## src/rtl/fnd_pkg.sv

```systemverilog
// Shared constants and types for the FND scan decoder.
// Segment patterns are active-low {g,f,e,d,c,b,a}; commons are active-low one-hot.
package fnd_pkg;

    localparam int NUM_DIGITS = 4;

    localparam logic [6:0] SEG_0 = 7'h40;
    localparam logic [6:0] SEG_1 = 7'h79;
    localparam logic [6:0] SEG_2 = 7'h24;
    localparam logic [6:0] SEG_3 = 7'h30;
    localparam logic [6:0] SEG_4 = 7'h19;
    localparam logic [6:0] SEG_5 = 7'h12;
    localparam logic [6:0] SEG_6 = 7'h02;
    localparam logic [6:0] SEG_7 = 7'h78;
    localparam logic [6:0] SEG_8 = 7'h00;
    localparam logic [6:0] SEG_9 = 7'h10;

    localparam logic [3:0] COM_D0 = 4'b1110;
    localparam logic [3:0] COM_D1 = 4'b1101;
    localparam logic [3:0] COM_D2 = 4'b1011;
    localparam logic [3:0] COM_D3 = 4'b0111;

    typedef enum logic [1:0] {
        COLLECT,
        CONVERT,
        DONE
    } state_t;

endpackage

```

## src/rtl/fnd_seg_to_bcd.sv

```systemverilog
// Combinational 7-segment pattern to BCD nibble decoder.
// Any pattern outside the ten digit shapes is reported as invalid.
module fnd_seg_to_bcd
    import fnd_pkg::*;
(
    input  logic [6:0] i_seg,
    output logic       o_valid,
    output logic [3:0] o_nibble
);

    always_comb begin
        o_valid  = 1'b1;
        o_nibble = 4'd0;
        case (i_seg)
            SEG_0:   o_nibble = 4'd0;
            SEG_1:   o_nibble = 4'd1;
            SEG_2:   o_nibble = 4'd2;
            SEG_3:   o_nibble = 4'd3;
            SEG_4:   o_nibble = 4'd4;
            SEG_5:   o_nibble = 4'd5;
            SEG_6:   o_nibble = 4'd6;
            SEG_7:   o_nibble = 4'd7;
            SEG_8:   o_nibble = 4'd8;
            SEG_9:   o_nibble = 4'd9;
            default: o_valid  = 1'b0;
        endcase
    end

endmodule

```

## src/rtl/fnd_scan_decoder.sv

```systemverilog
// Rebuilds the 4-digit decimal number from a multiplexed FND scan (com/font lines).
// Optional FND_DP_CAPTURE_EN: capture and publish per-digit decimal points; otherwise dp is 0.
module fnd_scan_decoder
    import fnd_pkg::*;
#(
    parameter int STABLE_CYC  = 64,
    parameter int TIMEOUT_CYC = 10_000_000
) (
    input  logic        clk,
    input  logic        reset,
    input  logic [3:0]  fndCom,
    input  logic [7:0]  fndFont,
    output logic [15:0] bcd,
    output logic [13:0] value,
    output logic [3:0]  dp,
    output logic        frame_valid,
    output logic        frame_err,
    output logic        stale
);

    localparam int STAB_W = $clog2(STABLE_CYC + 1);
    localparam int TIME_W = $clog2(TIMEOUT_CYC);

    logic [3:0]                   r_com;
    logic [7:0]                   r_font;
    logic [STAB_W-1:0]            r_stab;
    logic [NUM_DIGITS-1:0][3:0]   r_digit;
    logic [NUM_DIGITS-1:0]        r_err;
    logic [NUM_DIGITS-1:0]        r_seen;
    state_t                       r_state;
    state_t                       w_stateNext;
    logic [1:0]                   r_cvtIdx;
    logic [NUM_DIGITS-1:0][3:0]   r_work;
    logic                         r_workErr;
    logic [13:0]                  r_acc;
    logic [15:0]                  r_bcd;
    logic [13:0]                  r_value;
    logic                         r_frameErr;
    logic [TIME_W-1:0]            r_timeCnt;
    logic                         r_stale;

    logic                         w_change;
    logic                         w_comValid;
    logic [1:0]                   w_digitIdx;
    logic                         w_capture;
    logic                         w_segValid;
    logic [3:0]                   w_segNibble;
    logic                         w_snapshot;
    logic                         w_publish;
    logic                         w_frameValid;
    logic [13:0]                  w_accNext;

    // The counter saturates one above the capture point so the strobe fires once per stable hold.
    always_ff @(posedge clk or posedge reset) begin
        if (reset) begin
            r_com  <= 4'hF;
            r_font <= 8'hFF;
            r_stab <= '0;
        end else begin
            r_com  <= fndCom;
            r_font <= fndFont;
            if (w_change)
                r_stab <= '0;
            else if (r_stab != STAB_W'(STABLE_CYC))
                r_stab <= r_stab + 1'b1;
        end
    end

    assign w_change = (fndCom != r_com) || (fndFont != r_font);

    always_comb begin
        w_comValid = 1'b1;
        w_digitIdx = 2'd0;
        case (r_com)
            COM_D0:  w_digitIdx = 2'd0;
            COM_D1:  w_digitIdx = 2'd1;
            COM_D2:  w_digitIdx = 2'd2;
            COM_D3:  w_digitIdx = 2'd3;
            default: w_comValid = 1'b0;
        endcase
    end

    fnd_seg_to_bcd u_segToBcd (
        .i_seg    (r_font[6:0]),
        .o_valid  (w_segValid),
        .o_nibble (w_segNibble)
    );

    assign w_capture  = (r_stab == STAB_W'(STABLE_CYC - 1)) && w_comValid;
    assign w_snapshot = (r_state == COLLECT) && (r_seen == '1);
    assign w_publish  = (r_state == CONVERT) && (r_cvtIdx == 2'd0) && !r_workErr;
    assign w_accNext  = r_acc * 14'd10 + {10'd0, r_work[r_cvtIdx]};

    // A capture coinciding with the snapshot lands after the clear, so it belongs to the next frame.
    always_ff @(posedge clk or posedge reset) begin
        if (reset) begin
            r_digit <= '0;
            r_err   <= '0;
            r_seen  <= '0;
        end else begin
            if (w_snapshot) begin
                r_seen <= '0;
                r_err  <= '0;
            end
            if (w_capture) begin
                r_digit[w_digitIdx] <= w_segNibble;
                r_err[w_digitIdx]   <= ~w_segValid;
                r_seen[w_digitIdx]  <= 1'b1;
            end
        end
    end

    always_ff @(posedge clk or posedge reset) begin
        if (reset)
            r_state <= COLLECT;
        else
            r_state <= w_stateNext;
    end

    always_comb begin
        w_stateNext  = r_state;
        w_frameValid = 1'b0;
        case (r_state)
            COLLECT: if (r_seen == '1) w_stateNext = CONVERT;
            CONVERT: if (r_cvtIdx == 2'd0) w_stateNext = DONE;
            DONE: begin
                w_frameValid = 1'b1;
                w_stateNext  = COLLECT;
            end
            default: w_stateNext = COLLECT;
        endcase
    end

    // Results are written on the last convert step so they are already visible during DONE.
    always_ff @(posedge clk or posedge reset) begin
        if (reset) begin
            r_cvtIdx   <= 2'd0;
            r_work     <= '0;
            r_workErr  <= 1'b0;
            r_acc      <= '0;
            r_bcd      <= '0;
            r_value    <= '0;
            r_frameErr <= 1'b0;
        end else begin
            if (w_snapshot) begin
                r_work    <= r_digit;
                r_workErr <= |r_err;
                r_acc     <= '0;
                r_cvtIdx  <= 2'd3;
            end
            if (r_state == CONVERT) begin
                r_acc    <= w_accNext;
                r_cvtIdx <= r_cvtIdx - 2'd1;
                if (r_cvtIdx == 2'd0)
                    r_frameErr <= r_workErr;
            end
            if (w_publish) begin
                r_bcd   <= r_work;
                r_value <= w_accNext;
            end
        end
    end

    always_ff @(posedge clk or posedge reset) begin
        if (reset) begin
            r_timeCnt <= '0;
            r_stale   <= 1'b1;
        end else if (w_frameValid) begin
            r_timeCnt <= '0;
            if (!r_frameErr)
                r_stale <= 1'b0;
        end else if (r_timeCnt == TIME_W'(TIMEOUT_CYC - 1)) begin
            r_stale <= 1'b1;
        end else begin
            r_timeCnt <= r_timeCnt + 1'b1;
        end
    end

`ifdef FND_DP_CAPTURE_EN
    logic [NUM_DIGITS-1:0] r_dpShadow;
    logic [NUM_DIGITS-1:0] r_workDp;
    logic [NUM_DIGITS-1:0] r_dp;

    always_ff @(posedge clk or posedge reset) begin
        if (reset) begin
            r_dpShadow <= '0;
            r_workDp   <= '0;
            r_dp       <= '0;
        end else begin
            if (w_capture)
                r_dpShadow[w_digitIdx] <= ~r_font[7];
            if (w_snapshot)
                r_workDp <= r_dpShadow;
            if (w_publish)
                r_dp <= r_workDp;
        end
    end

    assign dp = r_dp;
`else
    assign dp = '0;
`endif

    assign bcd         = r_bcd;
    assign value       = r_value;
    assign frame_valid = w_frameValid;
    assign frame_err   = r_frameErr;
    assign stale       = r_stale;

endmodule
```

## config.mk

```make
export PLATFORM = sky130hd
export DESIGN_NAME = fnd_scan_decoder
export DESIGN_NICKNAME = d
export VERILOG_FILES = /design/src/rtl/fnd_pkg.sv /design/src/rtl/fnd_seg_to_bcd.sv /design/src/rtl/fnd_scan_decoder.sv
export SDC_FILE = /design/constraint.sdc
export NUM_CORES = 1
export LEC_CHECK = 0
export BUFFER_PORTS_ARGS = -buffer_cell sky130_fd_sc_hd__buf_4
export CORE_MARGIN = 10
export CORE_UTILIZATION = 35
export CTS_BUF_LIST = sky130_fd_sc_hd__clkbuf_4 sky130_fd_sc_hd__clkbuf_8 sky130_fd_sc_hd__clkbuf_16
export DETAILED_ROUTE_END_ITERATION = 12
export PLACE_DENSITY = 0.47
export SLEW_MARGIN = 30
export SYNTH_ARGS = -nofsm -noshare
export SYNTH_HDL_FRONTEND = slang
export SYNTH_HIERARCHICAL = 1
export SYNTH_SLANG_ARGS = --single-unit
```

## constraint.sdc

```tcl
create_clock -name clk -period 4.26 [get_ports clk]
set_input_delay 0.213 -clock clk [delete_from_list [all_inputs] [get_ports clk]]
set_output_delay 0.213 -clock clk [all_outputs]
set_load 0.1 [all_outputs]
```

==> impl_metrics.yaml, run 1 <==
setup_path:
  worstPathMaxFanout: 3
  worstPathArrival_ns: 3.47
  crit_type: "flop to flop"
  required_ns: 4.54
  cp-end-kind: "flop"
  r2r_slack_ns: 1.08
  crit_path_max_incr_delay_ns: 0.48
  critical_path.slowest_cell: "fa_1"
  cp-start-kind: "flop"
  cp_common_cell: "ha_1"
  cp_cell_sequence: "ha_1, ha_1, fa_1, a211oi_2, nor2_1, o311ai_1, nand4_1, and4bb_1, xor2_1, o21ai_1"
floorplan:
  die-area_mm2: 0.0247
  die_y_um: 157
  num_rows: 50
  initial_utilization_pct: 35.4
  core_area_mm2: 0.0186
  die_w_um: 157
  io_pins: 51
grt:
  grt_pass1_vias: 4900
  overflow: 0
  grt_pass1_wl_um: 24700
  antenna_found_initial: 0
  grtUsageTotal_pct: 12.4
  grt_max_degree: 79
detailed_routing:
  drc: 0
  dr.pass1.iters: 5
  viasPerCell: 4.93
  route.antenna.remaining_nets: 0
  finalWirelength_um: 14300
  drt_iter0_markers: 254
  routedWlPerCell_um: 14.9
  vias: 4742
timing:
  worst_pin_slew_ns: 0.913
  finalSetupTns_ns: 0
  fmax_ghz: 0.314
  slew_headroom_pct: 39.2
  setup_violations: 0
  timing.final.crit_share_pct: 74.7
  drv_slew: 0
  finClkSkew_ns: 0.0107
  grt_setup_unrepaired: "no"
  finalHoldViolCount: 0
  period_needed_ns: 3.18
layout:
  final_util_pct: 42.5
  layout_common_cells: "145 x nand2_1, 120 x dfrtp_1, 50 x buf_4"
  nNetsFinal: 756
  layout_commonest_cell: "nand2_1"
  drive_gt1_share_pct: 18.7
  diodes: 0
  fin_cells: 961
  final_cell_area_mm2: 0.00790
  syn2layout_area_growth_pct: 20.1
  fillers: 1776
clocking:
  htree_levels: 4
  post_cts_buffers: 0
  clock_latency_ns: 0.42
  clockRootBuffer: "clkbuf_16"
  cts_tree: "yes"
  path_clk_slew_ns: 0.06
  clk_path_buf_depth: 2
  cts.sinks: 133
  cts_buffers: 17
synth:
  avgSynthCellArea_um2: 10.0
  synth_cells: 654
  ys_ff_latch: 133
  ys_seq_area_share_pct: 50.9
  ys.flop_type: "dfrtp_1"
  synth_area_mm2: 0.00657
  ys_async_sr_fraction_pct: 100
  ys.warnings.count: 6
  synthDistinctLibCells: 69
  synth_edf_count: 0
placed_design:
  place_inst: 916
  dpl.hpwl_um: 10100
  place_area_mm2: 0.00716
  port_buffers: 46
  globalplace.congestion: 0.787
pwr:
  p_per_area_mw_per_mm2: 363
  peakVddDrop_v: 0.000276
  p_leak_uw: 0.00384
job:
  drv_cap: 0
status:
  status: "finished clean"
worst_hold_path:
  hold_class: "primary input to flop"
registers in the layout, summed over array words and instances (netlist names):
register   count
r_workErr      1
r_stab         7
r_cvtIdx       2
r_com          4
r_work        16
r_err          4
r_state        2
stale          1
bcd           16
r_font         8
r_digit       16
frame_err      1
value         14
r_timeCnt     24
r_seen         4
r_acc         13
path summary, 6_finish.rpt:
check                                 start           end  depth (start not counted)
worst max-delay path               r_acc[1]     value[13]                         10
worst min-delay path             fndFont[2]     r_font[2]                          2
worst max register to register     r_acc[1]     value[13]                         10
worst min register to register  r_digit[12]    r_work[12]                          2
max in group asynchronous             reset      r_acc[6]                          4
min in group asynchronous             reset  r_timeCnt[1]                          3
what timing repair did:
| action | in CTS | in global routing |
|---|---|---|
| hold endpoints to repair | 76 | 0 |
| hold buffers | 13 | 0 |
| gates resized for setup | 0 | 0 |
report_power, final:
part | total (uW) | switching [uW] | internal [uW]
clock network | 1500 | 600 | 896
logic | 82.1 | 54.6 | 27.5
registers | 1290 | 10.9 | 1270
total | 2860 | 665 | 2200
routing by layer:
layer	global-route usage [%]	part of all wire, %
met3	3.68	3.9
met5	0	0
met1	15.3	46
met4	3.65	0.91
met2	20.6	49
synthesized netlist by cell type (3+ instances only):
cell type | n | share of area [%]
nand3b_1 | 3 | 0.34
a21o_1 | 4 | 0.46
nor2b_1 | 4 | 0.38
inv_1 | 15 | 0.86
nor2_1 | 48 | 2.7
o21a_1 | 3 | 0.34
mux2_2 | 16 | 2.7
nand3_1 | 31 | 2.4
clkbuf_1 | 18 | 1.0
nand2_1 | 145 | 8.3
and3_1 | 6 | 0.57
mux4_2 | 4 | 1.4
a211oi_1 | 4 | 0.46
dfrtp_1 | 120 | 46
nor4_1 | 8 | 0.76
and2_1 | 3 | 0.29
or3_1 | 4 | 0.38
nor3_1 | 6 | 0.46
o21ai_0 | 43 | 3.3
buf_4 | 4 | 0.46
dfstp_2 | 13 | 5.2
xor2_1 | 43 | 5.7
nand4_1 | 12 | 1.1
xnor2_1 | 8 | 1.1
a21oi_1 | 10 | 0.76
a31oi_1 | 3 | 0.29
ha_1 | 26 | 5.0
worst max-delay path: cells and delay by family, from the launching register on:
family	cells	cell delay, ns
xor gates and xnor gates	1	0.14
DFF	1	0.41
AOI/OAI and AO/OA	3	0.79
adders and majority gates	3	1.03
and+or+nand+nor	3	0.68
logic make-up after synthesis:
logic type	synth area share [%]
compound gates	7.56
xor+xnor	7.05
fa+ha+maj	5.56
buf+inv	2.82
flops	50.9
mux	4.59
other cells	0.0571
simple gates	21.5
layout make-up:
| cell class | count | area [um^2] | area share [%] |
|---|---|---|---|
| clock inverter | 14 | 166 | 2.11 |
| tap | 234 | 293 | 3.71 |
| multi-input combinational | 483 | 3070 | 38.8 |
| timing repair buffer | 64 | 526 | 6.66 |
| inverter | 15 | 61.3 | 0.777 |
| clock buffer | 18 | 439 | 5.56 |
| sequential | 133 | 3340 | 42.4 |
metrics by stage:
stage	hold slack [ns]	total power, uW	setup WS (ns)
after floorplan	0.217	1360	0.514
after global placement	0.337	1380	1.14
after detailed placement	0.337	1380	1.14
after CTS	0.429	2920	1.08
after global routing	0.446	2980	0.888
final	0.456	2860	1.08
(Power assumes the default switching activity.)
==> run 2: changes to the inputs <==
--- a/config.mk
+++ b/config.mk
@@ -10,7 +10,7 @@
 export CORE_UTILIZATION = 35
 export CTS_BUF_LIST = sky130_fd_sc_hd__clkbuf_4 sky130_fd_sc_hd__clkbuf_8 sky130_fd_sc_hd__clkbuf_16
 export DETAILED_ROUTE_END_ITERATION = 12
-export PLACE_DENSITY = 0.47
+export PLACE_DENSITY = 0.49
 export SLEW_MARGIN = 30
 export SYNTH_ARGS = -nofsm -noshare
 export SYNTH_HDL_FRONTEND = slang
==> constraint.sdc (replaced) <==
create_clock -name clk -period 2.9 [get_ports clk]
set_input_delay 0.145 -clock clk [delete_from_list [all_inputs] [get_ports clk]]
set_output_delay 0.145 -clock clk [all_outputs]
set_load 0.1 [all_outputs]
==> run 2 against run 1 <==
Compared with the run above:
- combinational power increased by 52%
- global-route usage about the same
- total power is 56% higher
- routed wire length rose by 3.3%
- hold slack worse by 0.068 ns
- largest cell class unchanged
- largest power group unchanged
==> impl_metrics.yaml, run 2 (synthesis results as in run 1) <==
setup_path:
  required_ns: 3.18
  crit_path_max_incr_delay_ns: 0.46
  worstPathArrival_ns: 3.03
  worstPathMaxFanout: 3
  cp-start-kind: "flop"
  critical-path-top-delay-family: "adder cells"
  cp_num_buf_inv: 1
  critical_path.slowest_cell: "fa_2"
  cp_cell_sequence: "ha_1, ha_4, fa_2, a211oi_4, nor2_2, buf_4, nor3_4, nand4_1, and4bb_1, xor2_1, o21ai_1"
  cp-end-kind: "flop"
  crit_type: "flop to flop"
detailed_routing:
  routedWlPerCell_um: 15.2
  dr.pass1.iters: 4
  drt_iter0_markers: 179
  vias: 4807
  finalWirelength_um: 14800
  met3WireLength_um: 503
  drt-met1-wl_um: 6950
  viasPerCell: 4.93
  drc: 0
  route.antenna.remaining_nets: 0
  routed.top_layer: "met4"
  wl_met2_um: 7200
pwr:
  peakVddDrop_v: 0.000397
  p_per_area_mw_per_mm2: 546
  p_leak_uw: 0.00397
  p_total_uw: 4460
layout:
  largest_reg_flops: 24
  nNetsFinal: 771
  final_util_pct: 44.0
  layout_commonest_cell: "nand2_1"
  drive_gt1_share_pct: 21.8
  fillers: 1780
  syn2layout_area_growth_pct: 24.4
  layout_common_cells: "145 x nand2_1, 119 x dfrtp_1, 64 x buf_4"
  diodes: 0
  largest-register: "r_timeCnt"
grt:
  antenna_found_initial: 0
  overflow: 0
  grtUsageTotal_pct: 12.4
  grt_pass1_vias: 4982
  grt_pass1_wl_um: 24800
  grt_max_degree: 52
floorplan:
  io_pins: 51
  die-area_mm2: 0.0247
  core_area_mm2: 0.0186
  die_y_um: 157
  die_w_um: 157
  initial_utilization_pct: 35.4
  num_rows: 50
placed_design:
  port_buffers: 46
  globalplace.congestion: 0.806
  dpl.hpwl_um: 10400
  dp_slack_ns: -0.0289
timing:
  timing.final.crit_share_pct: 94.8
  period_needed_ns: 2.75
  setup_violations: 0
  fin_ws_ns: 0.151
  drv_slew: 0
  finClkSkew_ns: 0.00727
  grt_setup_unrepaired: "no"
  whs_ns: 0.387
  fmax_ghz: 0.364
  slew_headroom_pct: 48.3
  finalHoldViolCount: 0
  worst_pin_slew_ns: 0.774
clocking:
  clockRootBuffer: "clkbuf_16"
  path_clk_slew_ns: 0.06
  clock_latency_ns: 0.42
  cts_buffers: 17
  cts_tree: "yes"
  clk_path_buf_depth: 2
  cts.sinks: 133
  htree_levels: 4
status:
  status: "finished clean"
job:
  drv_cap: 0
worst_hold_path:
  hold_class: "primary input to flop"
run 2: report_power, final:
part	leakage, uW	switching, uW	internal (uW)
combinational	0.00183	81.8	43.1
clock	0.000334	820	1620
sequential	0.00180	16.6	1870
total	0.00397	919	3540
run 2: what timing repair did:
action                     CTS  global route
hold endpoints to repair    43             0
hold buffers                13             0
setup buffers                0             3
setup endpoints to repair    2             5
pin swaps                    0            10
resized for setup            3            13
run 2: worst reg2reg max path, stage by stage, from the launching register on:
cell and delay [ns]:
dfrtp_1 0.41, ha_1 0.25, ha_4 0.18, fa_2 0.46
a211oi_4 0.26, nor2_2 0.07, buf_4 0.16, nor3_4 0.18
nand4_1 0.12, and4bb_1 0.29, xor2_1 0.17, o21ai_1 0.07
run 2: final timing paths:
path,slack [ns],end,start,cells after the start
worst max-delay path,0.15,value[13],r_acc[0],11
worst min-delay path,0.39,r_com[2],fndCom[2],2
worst max register to register,0.15,value[13],r_acc[0],11
worst min register to register,0.47,r_work[1],r_digit[1],2
max in group asynchronous,1.72,stale,reset,4
min in group asynchronous,0.43,bcd[10],reset,3
run 2: through the flow:
stage          cells  setup TNS, ns  cell area (um^2)
4_1_cts          973              0              8080
6_report         976              0              8170
3_3_place_gp     928              0              7260
2_1_floorplan    657              0              6590
3_5_place_dp     928        -0.0289              7260
5_1_grt          976              0              8170
run 2: per-layer routing:
layer  up-vias  GRT usage (%)
met5         -              0
met4         0           4.01
met3        14           3.41
met2        68           20.5
met1      2340           15.4
li1       2385              -
run 2: layout make-up:
| cell class | instances | area, um^2 | area share, % |
|---|---|---|---|
| Sequential cell | 133 | 3350 | 40.9 |
| Multi-Input combinational cell | 483 | 3150 | 38.5 |
| Timing Repair Buffer | 79 | 651 | 7.96 |
| Clock buffer | 22 | 482 | 5.89 |
| Tap cell | 234 | 293 | 3.58 |
| Clock inverter | 10 | 193 | 2.36 |
| Inverter | 15 | 60.1 | 0.735 |
==> run 3: changes to the inputs <==
--- a/config.mk
+++ b/config.mk
@@ -10,7 +10,9 @@
 export CORE_UTILIZATION = 35
 export CTS_BUF_LIST = sky130_fd_sc_hd__clkbuf_4 sky130_fd_sc_hd__clkbuf_8 sky130_fd_sc_hd__clkbuf_16
 export DETAILED_ROUTE_END_ITERATION = 12
+export MAX_ROUTING_LAYER = met4
 export PLACE_DENSITY = 0.49
+export RECOVER_POWER = 25
 export SLEW_MARGIN = 30
 export SYNTH_ARGS = -nofsm -noshare
 export SYNTH_HDL_FRONTEND = slang
==> run 3 against run 2 <==
Compared with the run above:
- the run now ends with max-capacitance violations, max-slew violations left
- global-route usage up 0.42 points
- final area down 2.0%
- cell count unchanged
==> impl_metrics.yaml, run 3 (synthesis results as in run 1) <==
status:
  status: "complete, but fails checks"
  violations: "max-capacitance violations, max-slew violations"
pwr:
  clkPwrFrac_pct: 55.0
  p_leak_uw: 0.00380
  peakVddDrop_v: 0.000403
  internal_power_uw: 3530
  p_per_area_mw_per_mm2: 557
  p_comb_share_pct: 2.6
  netSwitchingPower_uw: 928
  power.switching_fraction_pct: 20.8
  seqPwrFrac_pct: 42.4
layout:
  fillers: 1801
  largest-register: "r_timeCnt"
  final_util_pct: 43.1
  nNetsFinal: 771
  syn2layout_area_growth_pct: 21.9
  largest_reg_flops: 24
  layout_common_cells: "145 x nand2_1, 119 x dfrtp_1, 47 x nor2_1"
  diodes: 0
  layout_commonest_cell: "nand2_1"
  final_cell_area_mm2: 0.00801
  drive_gt1_share_pct: 16.6
worst_hold_path:
  min_path_cells: 2
  hold_class: "primary input to flop"
  min_from: "fndCom[3]"
  min_to: "r_com[3]"
timing:
  period_needed_ns: 2.73
  fin_ws_ns: 0.167
  finClkSkew_ns: 0.0117
  setup_violations: 0
  grt_setup_unrepaired: "no"
  finalHoldViolCount: 0
  finalSetupTns_ns: 0
  fmax_ghz: 0.366
  slew_headroom_pct: -0.415
  drv_slew: 1
  timing.final.crit_share_pct: 94.2
  worst_pin_slew_ns: 1.50
setup_path:
  critical_path.slowest_cell: "fa_2"
  worstPathArrival_ns: 3.03
  worstPathMaxFanout: 3
  crit_path_max_incr_delay_ns: 0.46
  reg2reg_from: "r_acc[0]"
  reg2regPathDepth: 11
  required_ns: 3.19
  r2r_slack_ns: 0.17
  r2r_end: "value[13]"
  crit_type: "flop to flop"
  cp-start-kind: "flop"
  cp_cell_sequence: "ha_1, ha_4, fa_2, a211oi_4, nor2_2, buf_4, nor3_4, nand4_1, and4bb_1, xor2_1, o21ai_1"
  critical-path-top-delay-family: "adder cells"
  cp_num_buf_inv: 1
  startpoint: "r_acc[0]"
  cp-end-kind: "flop"
clocking:
  clockRootBuffer: "clkbuf_16"
  cts_buffers: 17
  cts.sinks: 133
  clk_path_buf_depth: 2
  clock_latency_ns: 0.43
  htree_levels: 4
  cts_tree: "yes"
  path_clk_slew_ns: 0.06
job:
  drv_cap: 1
placed_design:
  place_area_mm2: 0.00726
  dp_slack_ns: -0.0289
  port_buffers: 46
  dpl.hpwl_um: 10400
  globalplace.congestion: 0.817
floorplan:
  core_area_mm2: 0.0186
  initial_utilization_pct: 35.4
  die-area_mm2: 0.0247
  die_w_um: 157
  io_pins: 51
  num_rows: 50
  die_y_um: 157
grt:
  antenna_found_initial: 0
  grt_max_degree: 52
  overflow: 0
  grtUsageTotal_pct: 12.8
  grt_pass1_wl_um: 24800
  grt_pass1_vias: 4985
detailed_routing:
  drt_iter0_markers: 197
  viasPerCell: 4.96
  vias: 4838
  routedWlPerCell_um: 15.2
  dr.pass1.iters: 5
  finalWirelength_um: 14800
  route.antenna.remaining_nets: 0
  drc: 0
run 3: layout make-up:
class                   instances  area [um^2]  area share [%]
inverters                      15         57.6           0.719
well taps                     234          293            3.66
repair buffers                 79          489            6.11
clock inverters                10          193            2.41
flip-flops and latches        133         3350            41.8
clock buffers                  22          482            6.02
multi-input cells             483         3150            39.3
run 3: metal layers:
| layer | track usage, % | wire length [um] |
|---|---|---|
| met1 | 15.6 | 7020 |
| met2 | 20.6 | 7210 |
| met3 | 3.03 | 422 |
| met4 | 4.54 | 182 |
| met5 | - | 0 |
run 3: worst max-delay path by stage:
stage                     slack, ns  depth (start not counted)         to
after global placement         0.02                         10  value[13]
after floorplan              0.0007                         10  value[13]
final                          0.17                         11  value[13]
after detailed placement      -0.03                         10  value[13]
after global routing          0.007                         11  value[13]
after CTS                      0.04                         11  value[13]
run 3: repair_timing:
action                                  in CTS  in global routing
buffers inserted                             0                  3
endpoints found under the setup margin       2                  5
hold buffers                                13                  0
hold endpoints to repair                    43                  0
pin swaps                                    0                 10
resized for setup                            3                 13
gates cloned                                 0                  0
run 3: through the flow:
| stage | hold WS, ns | power [uW] | instances |
|---|---|---|---|
| floorplan | 0.149 | 1990 | 657 |
| global placement | 0.269 | 2030 | 928 |
| detailed placement | 0.270 | 2040 | 928 |
| CTS | 0.368 | 4530 | 973 |
| global route | 0.375 | 4610 | 976 |
| finish | 0.379 | 4460 | 976 |
run 3: power by group through the flow:
stage	Combinational [uW]	Sequential (uW)	Clock [uW]
floorplan	77.3	1920	0
global placement	111	1920	0
detailed placement	114	1920	0
CTS	128	1890	2510
global route	129	1890	2590
finish	114	1890	2450
